$ cat src/rtl/ili9341_pkg.sv
// ili9341_pkg: ILI9341 command constants and receiver decoder state encoding.
package ili9341_pkg;
  localparam logic [7:0] CMD_CASET   = 8'h2A;
  localparam logic [7:0] CMD_PASET   = 8'h2B;
  localparam logic [7:0] CMD_RAMWR   = 8'h2C;
  localparam logic [7:0] CMD_RAMWRC  = 8'h3C;
  localparam logic [7:0] CMD_SWRESET = 8'h01;
  typedef enum logic [2:0] {ST_IDLE, ST_CASET, ST_PASET, ST_RAMWR, ST_SKIP} state_t;
endpackage

$ cat src/rtl/spi_byte_rx.sv
// spi_byte_rx: oversampling SPI mode-0 byte deserialiser with CS-abort detection.
// ILI_RX_SYNC_EN adds a 2-flop synchroniser ahead of the edge-detect register.
module spi_byte_rx (
  input  logic       clk,
  input  logic       rst,
  input  logic       spi_sck,
  input  logic       spi_cs,
  input  logic       spi_mosi,
  input  logic       spi_dc,
  output logic       byte_valid,
  output logic [7:0] byte_data,
  output logic       byte_dc,
  output logic       cs_rise,
  output logic       err_abort
);
`ifdef ILI_RX_SYNC_EN
  localparam int DEPTH = 3;
`else
  localparam int DEPTH = 1;
`endif
  logic [DEPTH:0] sck_p, cs_p;
  logic [DEPTH-1:0] mosi_p, dc_p;
  logic [2:0] cnt;
  logic [6:0] sr;
  logic sck_up, cs_up, cs_low, mosi_s, dc_s;
  assign sck_up = sck_p[DEPTH-1] & ~sck_p[DEPTH];
  assign cs_up  = cs_p[DEPTH-1] & ~cs_p[DEPTH];
  assign cs_low = ~cs_p[DEPTH-1];
  assign mosi_s = mosi_p[DEPTH-1];
  assign dc_s   = dc_p[DEPTH-1];
  always_ff @(posedge clk) begin
    if (rst) begin
      sck_p  <= '0;
      cs_p   <= '1;
      mosi_p <= '0;
      dc_p   <= '0;
    end else begin
      sck_p  <= (DEPTH+1)'({sck_p, spi_sck});
      cs_p   <= (DEPTH+1)'({cs_p, spi_cs});
      mosi_p <= DEPTH'({mosi_p, spi_mosi});
      dc_p   <= DEPTH'({dc_p, spi_dc});
    end
  end
  // a CS-high level (and thus a CS rise) overrides any coincident SCK edge
  always_ff @(posedge clk) begin
    if (rst) begin
      cnt        <= 3'd0;
      sr         <= 7'd0;
      byte_valid <= 1'b0;
      byte_data  <= 8'h00;
      byte_dc    <= 1'b0;
      cs_rise    <= 1'b0;
      err_abort  <= 1'b0;
    end else begin
      byte_valid <= 1'b0;
      cs_rise    <= cs_up;
      err_abort  <= cs_up && cnt != 3'd0;
      if (!cs_low) begin
        cnt <= 3'd0;
        sr  <= 7'd0;
      end else if (sck_up) begin
        cnt <= cnt + 3'd1;
        sr  <= {sr[5:0], mosi_s};
        if (cnt == 3'd7) begin
          byte_valid <= 1'b1;
          byte_data  <= {sr, mosi_s};
          byte_dc    <= dc_s;
        end
      end
    end
  end
endmodule

$ cat src/rtl/ili9341_spi_rx.sv
// ili9341_spi_rx: ILI9341 SPI monitor decoding CASET/PASET/RAMWR into pixel writes.
// Optional ILI_RX_SYNC_EN selects synchronised SPI inputs inside spi_byte_rx.
module ili9341_spi_rx
  import ili9341_pkg::*;
#(
  parameter int COORD_W = 9,
  parameter int COLS    = 240,
  parameter int ROWS    = 320
) (
  input  logic               clk,
  input  logic               rst,
  input  logic               spi_sck,
  input  logic               spi_cs,
  input  logic               spi_mosi,
  input  logic               spi_dc,
  output logic               byte_valid,
  output logic [7:0]         byte_data,
  output logic               byte_dc,
  output logic               pix_valid,
  output logic [COORD_W-1:0] pix_x,
  output logic [COORD_W-1:0] pix_y,
  output logic [15:0]        pix_data,
  output logic               frame_start,
  output logic               err_abort
);
  localparam logic [COORD_W-1:0] EC_DEF = COORD_W'(COLS - 1);
  localparam logic [COORD_W-1:0] EP_DEF = COORD_W'(ROWS - 1);
  state_t state, state_n;
  logic cs_rise, cmd, dat, ph;
  logic [2:0] pcnt;
  logic [7:0] hold;
  logic [COORD_W-1:0] sc, ec, sp, ep, x, y, pair;
  spi_byte_rx u_rx (
    .clk(clk), .rst(rst), .spi_sck(spi_sck), .spi_cs(spi_cs), .spi_mosi(spi_mosi),
    .spi_dc(spi_dc), .byte_valid(byte_valid), .byte_data(byte_data), .byte_dc(byte_dc),
    .cs_rise(cs_rise), .err_abort(err_abort)
  );
  assign cmd  = byte_valid & ~byte_dc;
  assign dat  = byte_valid & byte_dc;
  assign pair = COORD_W'({hold, byte_data});
  always_comb begin
    state_n = state;
    if (cmd)
      state_n = byte_data == CMD_CASET ? ST_CASET :
                byte_data == CMD_PASET ? ST_PASET :
                (byte_data == CMD_RAMWR || byte_data == CMD_RAMWRC) ? ST_RAMWR :
                byte_data == CMD_SWRESET ? ST_IDLE : ST_SKIP;
  end
  always_ff @(posedge clk) begin
    if (rst) state <= ST_IDLE;
    else     state <= state_n;
  end
  always_ff @(posedge clk) begin
    if (rst) begin
      pcnt        <= 3'd0;
      ph          <= 1'b0;
      hold        <= 8'h00;
      sc          <= '0;
      ec          <= EC_DEF;
      sp          <= '0;
      ep          <= EP_DEF;
      x           <= '0;
      y           <= '0;
      pix_valid   <= 1'b0;
      pix_x       <= '0;
      pix_y       <= '0;
      pix_data    <= 16'h0000;
      frame_start <= 1'b0;
    end else begin
      pix_valid   <= 1'b0;
      frame_start <= 1'b0;
      if (cmd) begin
        pcnt <= 3'd0;
        ph   <= 1'b0;
        if (byte_data == CMD_RAMWR) begin
          x           <= sc;
          y           <= sp;
          frame_start <= 1'b1;
        end
        if (byte_data == CMD_SWRESET) begin
          sc <= '0;
          ec <= EC_DEF;
          sp <= '0;
          ep <= EP_DEF;
          x  <= '0;
          y  <= '0;
        end
      end else if (dat && (state == ST_CASET || state == ST_PASET) && pcnt != 3'd4) begin
        pcnt <= pcnt + 3'd1;
        if (!pcnt[0]) hold <= byte_data;
        else if (state == ST_CASET) begin
          if (pcnt[1]) ec <= pair;
          else         sc <= pair;
        end else begin
          if (pcnt[1]) ep <= pair;
          else         sp <= pair;
        end
      end else if (dat && state == ST_RAMWR) begin
        ph <= ~ph;
        if (!ph) hold <= byte_data;
        else begin
          pix_valid <= 1'b1;
          pix_x     <= x;
          pix_y     <= y;
          pix_data  <= {hold, byte_data};
          if (x >= ec) begin
            x <= sc;
            y <= y >= ep ? sp : y + COORD_W'(1);
          end else x <= x + COORD_W'(1);
        end
      end
      if (cs_rise) ph <= 1'b0;
    end
  end
endmodule

$ cat config.mk
export PLATFORM = sky130hd
export DESIGN_NAME = ili9341_spi_rx
export DESIGN_NICKNAME = d
export VERILOG_FILES = /design/src/rtl/ili9341_pkg.sv /design/src/rtl/spi_byte_rx.sv /design/src/rtl/ili9341_spi_rx.sv
export SDC_FILE = /design/constraint.sdc
export NUM_CORES = 1
export LEC_CHECK = 0
export BUFFER_PORTS_ARGS = -buffer_cell sky130_fd_sc_hd__buf_2
export CAP_MARGIN = 25
export CELL_PAD_IN_SITES_DETAIL_PLACEMENT = 2
export CELL_PAD_IN_SITES_GLOBAL_PLACEMENT = 2
export CORE_UTILIZATION = 36
export DETAILED_ROUTE_END_ITERATION = 10
export PLACE_DENSITY = 0.91
export SLEW_MARGIN = 0
export SYNTH_ARGS = -nofsm -noshare
export SYNTH_HDL_FRONTEND = slang
export SYNTH_HIERARCHICAL = 1
export SYNTH_SLANG_ARGS = --single-unit
export TNS_END_PERCENT = 30
$ cat constraint.sdc
create_clock -name clk -period 2.3 [get_ports clk]
set_input_delay 0.23 -clock clk [delete_from_list [all_inputs] [get_ports clk]]
set_output_delay 0.23 -clock clk [all_outputs]
set_load 0.05 [all_outputs]
==> flow_summary.yaml <==
status:
  status: "finished with violations"
  violations: "setup timing"
clocking:
  cts-root-buf: "clkbuf_16"
  htree_levels: 4
  clk_path_buf_depth: 2
  numCtsBuffers: 17
  cts_tree: "built"
  clock_latency_ns: 0.43
  path_clk_slew_ns: 0.06
  numClockSinks: 133
global_route:
  grt_pass1_wl_mm: 34.6
  overflow: 0
  grt_pass1_vias: 6021
  antenna_found_initial: 1
  grt_usage: 0.286
  grt_start_max_net_pins: 43
logic_synthesis:
  yosysSeqAreaShare: 0.467
  syn_avg_cell_area_sq_um: 8.71
  yosysWarnings: 6
  synthesis.nets: 685
  yosysTopAreaCellShare: 0.467
  synth_edf_count: 0
  ys_top_cells_by_count: "dfxtp_1 (133), nand2_1 (120), a21oi_1 (59)"
  post_synth_main_area_contributors: "dfxtp_1 (47%), nand2_1 (7.9%), ha_1 (5.5%), a21oi_1 (5.2%), nor2_1 (3.0%)"
  synth.most_common_cell: "dfxtp_1"
  synthCells: 654
  async_flop_share: 0
  synth_area_leader_cell: "dfxtp_1"
  ys_types: 58
  ys.flop_type: "dfxtp_1"
  synthesis.area_sq_um: 5700
  ys_ff_latch: 133
routing:
  wl_met2_mm: 11.9
  drc: 0
  wl_met3_um: 978
  top_layer: "met4"
  first_iter_violations: 334
  finalWirelength_mm: 22.8
  m1WireLength_mm: 8.98
  vias_per_cell: 5.69
  antenna_left: 0
  routedWlPerCell_um: 24.1
  firstDrtPassIters: 4
  dr_total_vias: 5384
sta:
  min_period_ns: 2.32
  slew_violations: 0
  worstMarginPinSlew_ns: 0.753
  whs_ns: 0.0173
  finalHoldViolations: 0
  slew_headroom: 0.494
  finalSetupViolCount: 1
  finalWorstSetupSlack_ns: -0.0181
  tns_ns: -0.0181
  rsz0062_at_grt: "true"
  skew_ns: 0.0106
  fmax_mhz: 431
  period_share: 1.01
final_layout:
  finalNonFillerCells: 946
  syn2layout_area_growth_pct: 25.1
  finalNetCount: 754
  num-fill-cells: 1671
  drive_above_1_share: 0.227
  antenna_cells: 0
  design_area_sq_um: 7130
  post-route-util: 0.465
  final-seq-area_sq_um: 2670
  multi_input_area_sq_um: 2820
pwr:
  p_leak_nw: 2.92
  power.total_mw: 5.66
  ir_worst_vdd_uv: 468
  powerDensity_nw_per_um2: 794
floorplan:
  coreArea_sq_um: 15300
  start_util: 0.372
  fp-row-count: 45
  fp.dieH_um: 128
  num_io_pins: 53
  die_x_um: 128
  die_area_sq_um: 16300
worst_setup_path:
  critPathCaptureType: "flop"
  cp_cell_sequence: "inv_1 -> ha_1 -> a2bb2oi_1 -> and3_1 -> nand3_1 -> nor2_1 -> nand2_2 -> o22a_1"
  cp_max_fo: 8
  worstPathArrival_ns: 2.62
  crit_path_start: "pcnt[1]$_SDFFE_PP0P_"
  rr_startpoint: "pcnt[1]$_SDFFE_PP0P_"
  crit_family: "simple AND/OR/NAND/NOR gates"
  critical_path_buf_inv_count: 1
  slowest_delay_ns: 0.37
  worstSetupStartpointType: "flop"
  worstPathRequired_ns: 2.60
  critPathKind: "reg -> reg"
  crit_path_top_delay_cell: "dfxtp_1"
hold_path:
  hold_path.class: "in -> reg"
  min_from: "spi_mosi"
place:
  dp_hpwl_mm: 14.2
  place_inst: 911
  post-place-ws_ns: -0.0880
  place_area_sq_um: 6270
  io_buffer_count: 52
  gp_congestion: 0.846
run:
  cap_violations: 0
-- power by group --
group | internal (mW) | switching (mW)
logic | 0.0177 | 0.0611
clock network | 2.23 | 1.04
registers | 2.31 | 0.00466
total | 4.55 | 1.10
-- cells in the final DEF (no fill, tap or decap), types with 4 or more instances in the layout --
master,netlist,layout
buf_4,2,36
and3_1,4,4
nand2_1,120,119
inv_1,37,37
nand3_1,10,10
ha_1,25,25
o21ai_2,1,5
clkbuf_16,0,17
o32ai_1,6,5
nor3_1,14,12
bufinv_16,0,7
nand4_1,6,6
a22o_1,18,18
nor3_2,2,4
nand2b_1,4,4
a32oi_1,7,6
o21ai_0,11,7
a211oi_1,5,4
nor2_2,0,4
a221oi_1,9,6
o21ai_1,4,4
nor2_1,45,41
buf_2,10,52
a21oi_2,10,11
nor2b_1,8,8
dfxtp_1,133,130
mux2i_1,8,8
o22ai_1,5,5
xnor2_1,7,7
a21oi_1,59,57
o22a_1,12,11
xor2_1,4,4
nand2_2,3,4
-- layer usage --
metal  track usage  up-vias
met4         0.152        0
met1         0.314     2717
li1              -     2412
met3        0.0513       69
met2         0.522      186
met5             0        -
-- cells by family after synthesis --
group,count (synthesis),share of synthesized area
and+or+nand+nor,238,0.193
AOI/OAI and AO/OA,162,0.194
DFF,133,0.467
buffers and inverters,77,0.0597
adders and majority gates,25,0.0549
xor gates and xnor gates,11,0.0169
muxes,8,0.0141
-- cell type report --
cell class / count / share of cell area
Tap cell: 211 / 0.0370
Clock buffer: 23 / 0.0671
Multi-Input combinational cell: 445 / 0.396
Inverter: 37 / 0.0195
Clock inverter: 8 / 0.0307
Sequential cell: 133 / 0.374
Timing Repair Buffer: 89 / 0.0758
-- final timing paths --
| check | cells past startpoint | to | slack [ns] |
|---|---|---|---|
| worst min register to register | 2 | pix_data[13]$_SDFFE_PP0P_ | 0.45 |
| worst max register to register | 8 | ec[3]$_SDFFE_PP1P_ | -0.02 |
| worst max-delay path | 8 | ec[3]$_SDFFE_PP1P_ | -0.02 |
| worst min-delay path | 2 | u_rx/mosi_p$_SDFF_PP0_ | 0.02 |
-- worst reg2reg max path: stages (launching register included) --
cell,delay [ns]
dfxtp_1,0.37
inv_1,0.10
ha_1,0.19
a2bb2oi_1,0.21
and3_1,0.28
nand3_1,0.14
nor2_1,0.34
nand2_2,0.27
o22a_1,0.29
-- sequential cells by signal, indices dropped and copies added (netlist names), 3 cells and up --
signal          cells
u_rx/byte_data      8
sc                  9
ec                  9
y                   9
pix_y               9
sp                  9
ep                  9
state               3
hold                8
pcnt                3
pix_data           16
x                   9
u_rx/cnt            3
u_rx/sr             7
pix_x               9
-- timing repair --
| action | 4_1_cts | 5_1_grt |
|---|---|---|
| cloned | 0 | 1 |
| buffers inserted | 2 | 0 |
| hold endpoints to repair | 1 | 0 |
| endpoints found under the setup margin | 24 | 50 |
| hold buffers | 1 | 0 |
| resized for setup | 12 | 21 |
| pin swaps | 3 | 7 |
Power figures use the tool's default switching activity.
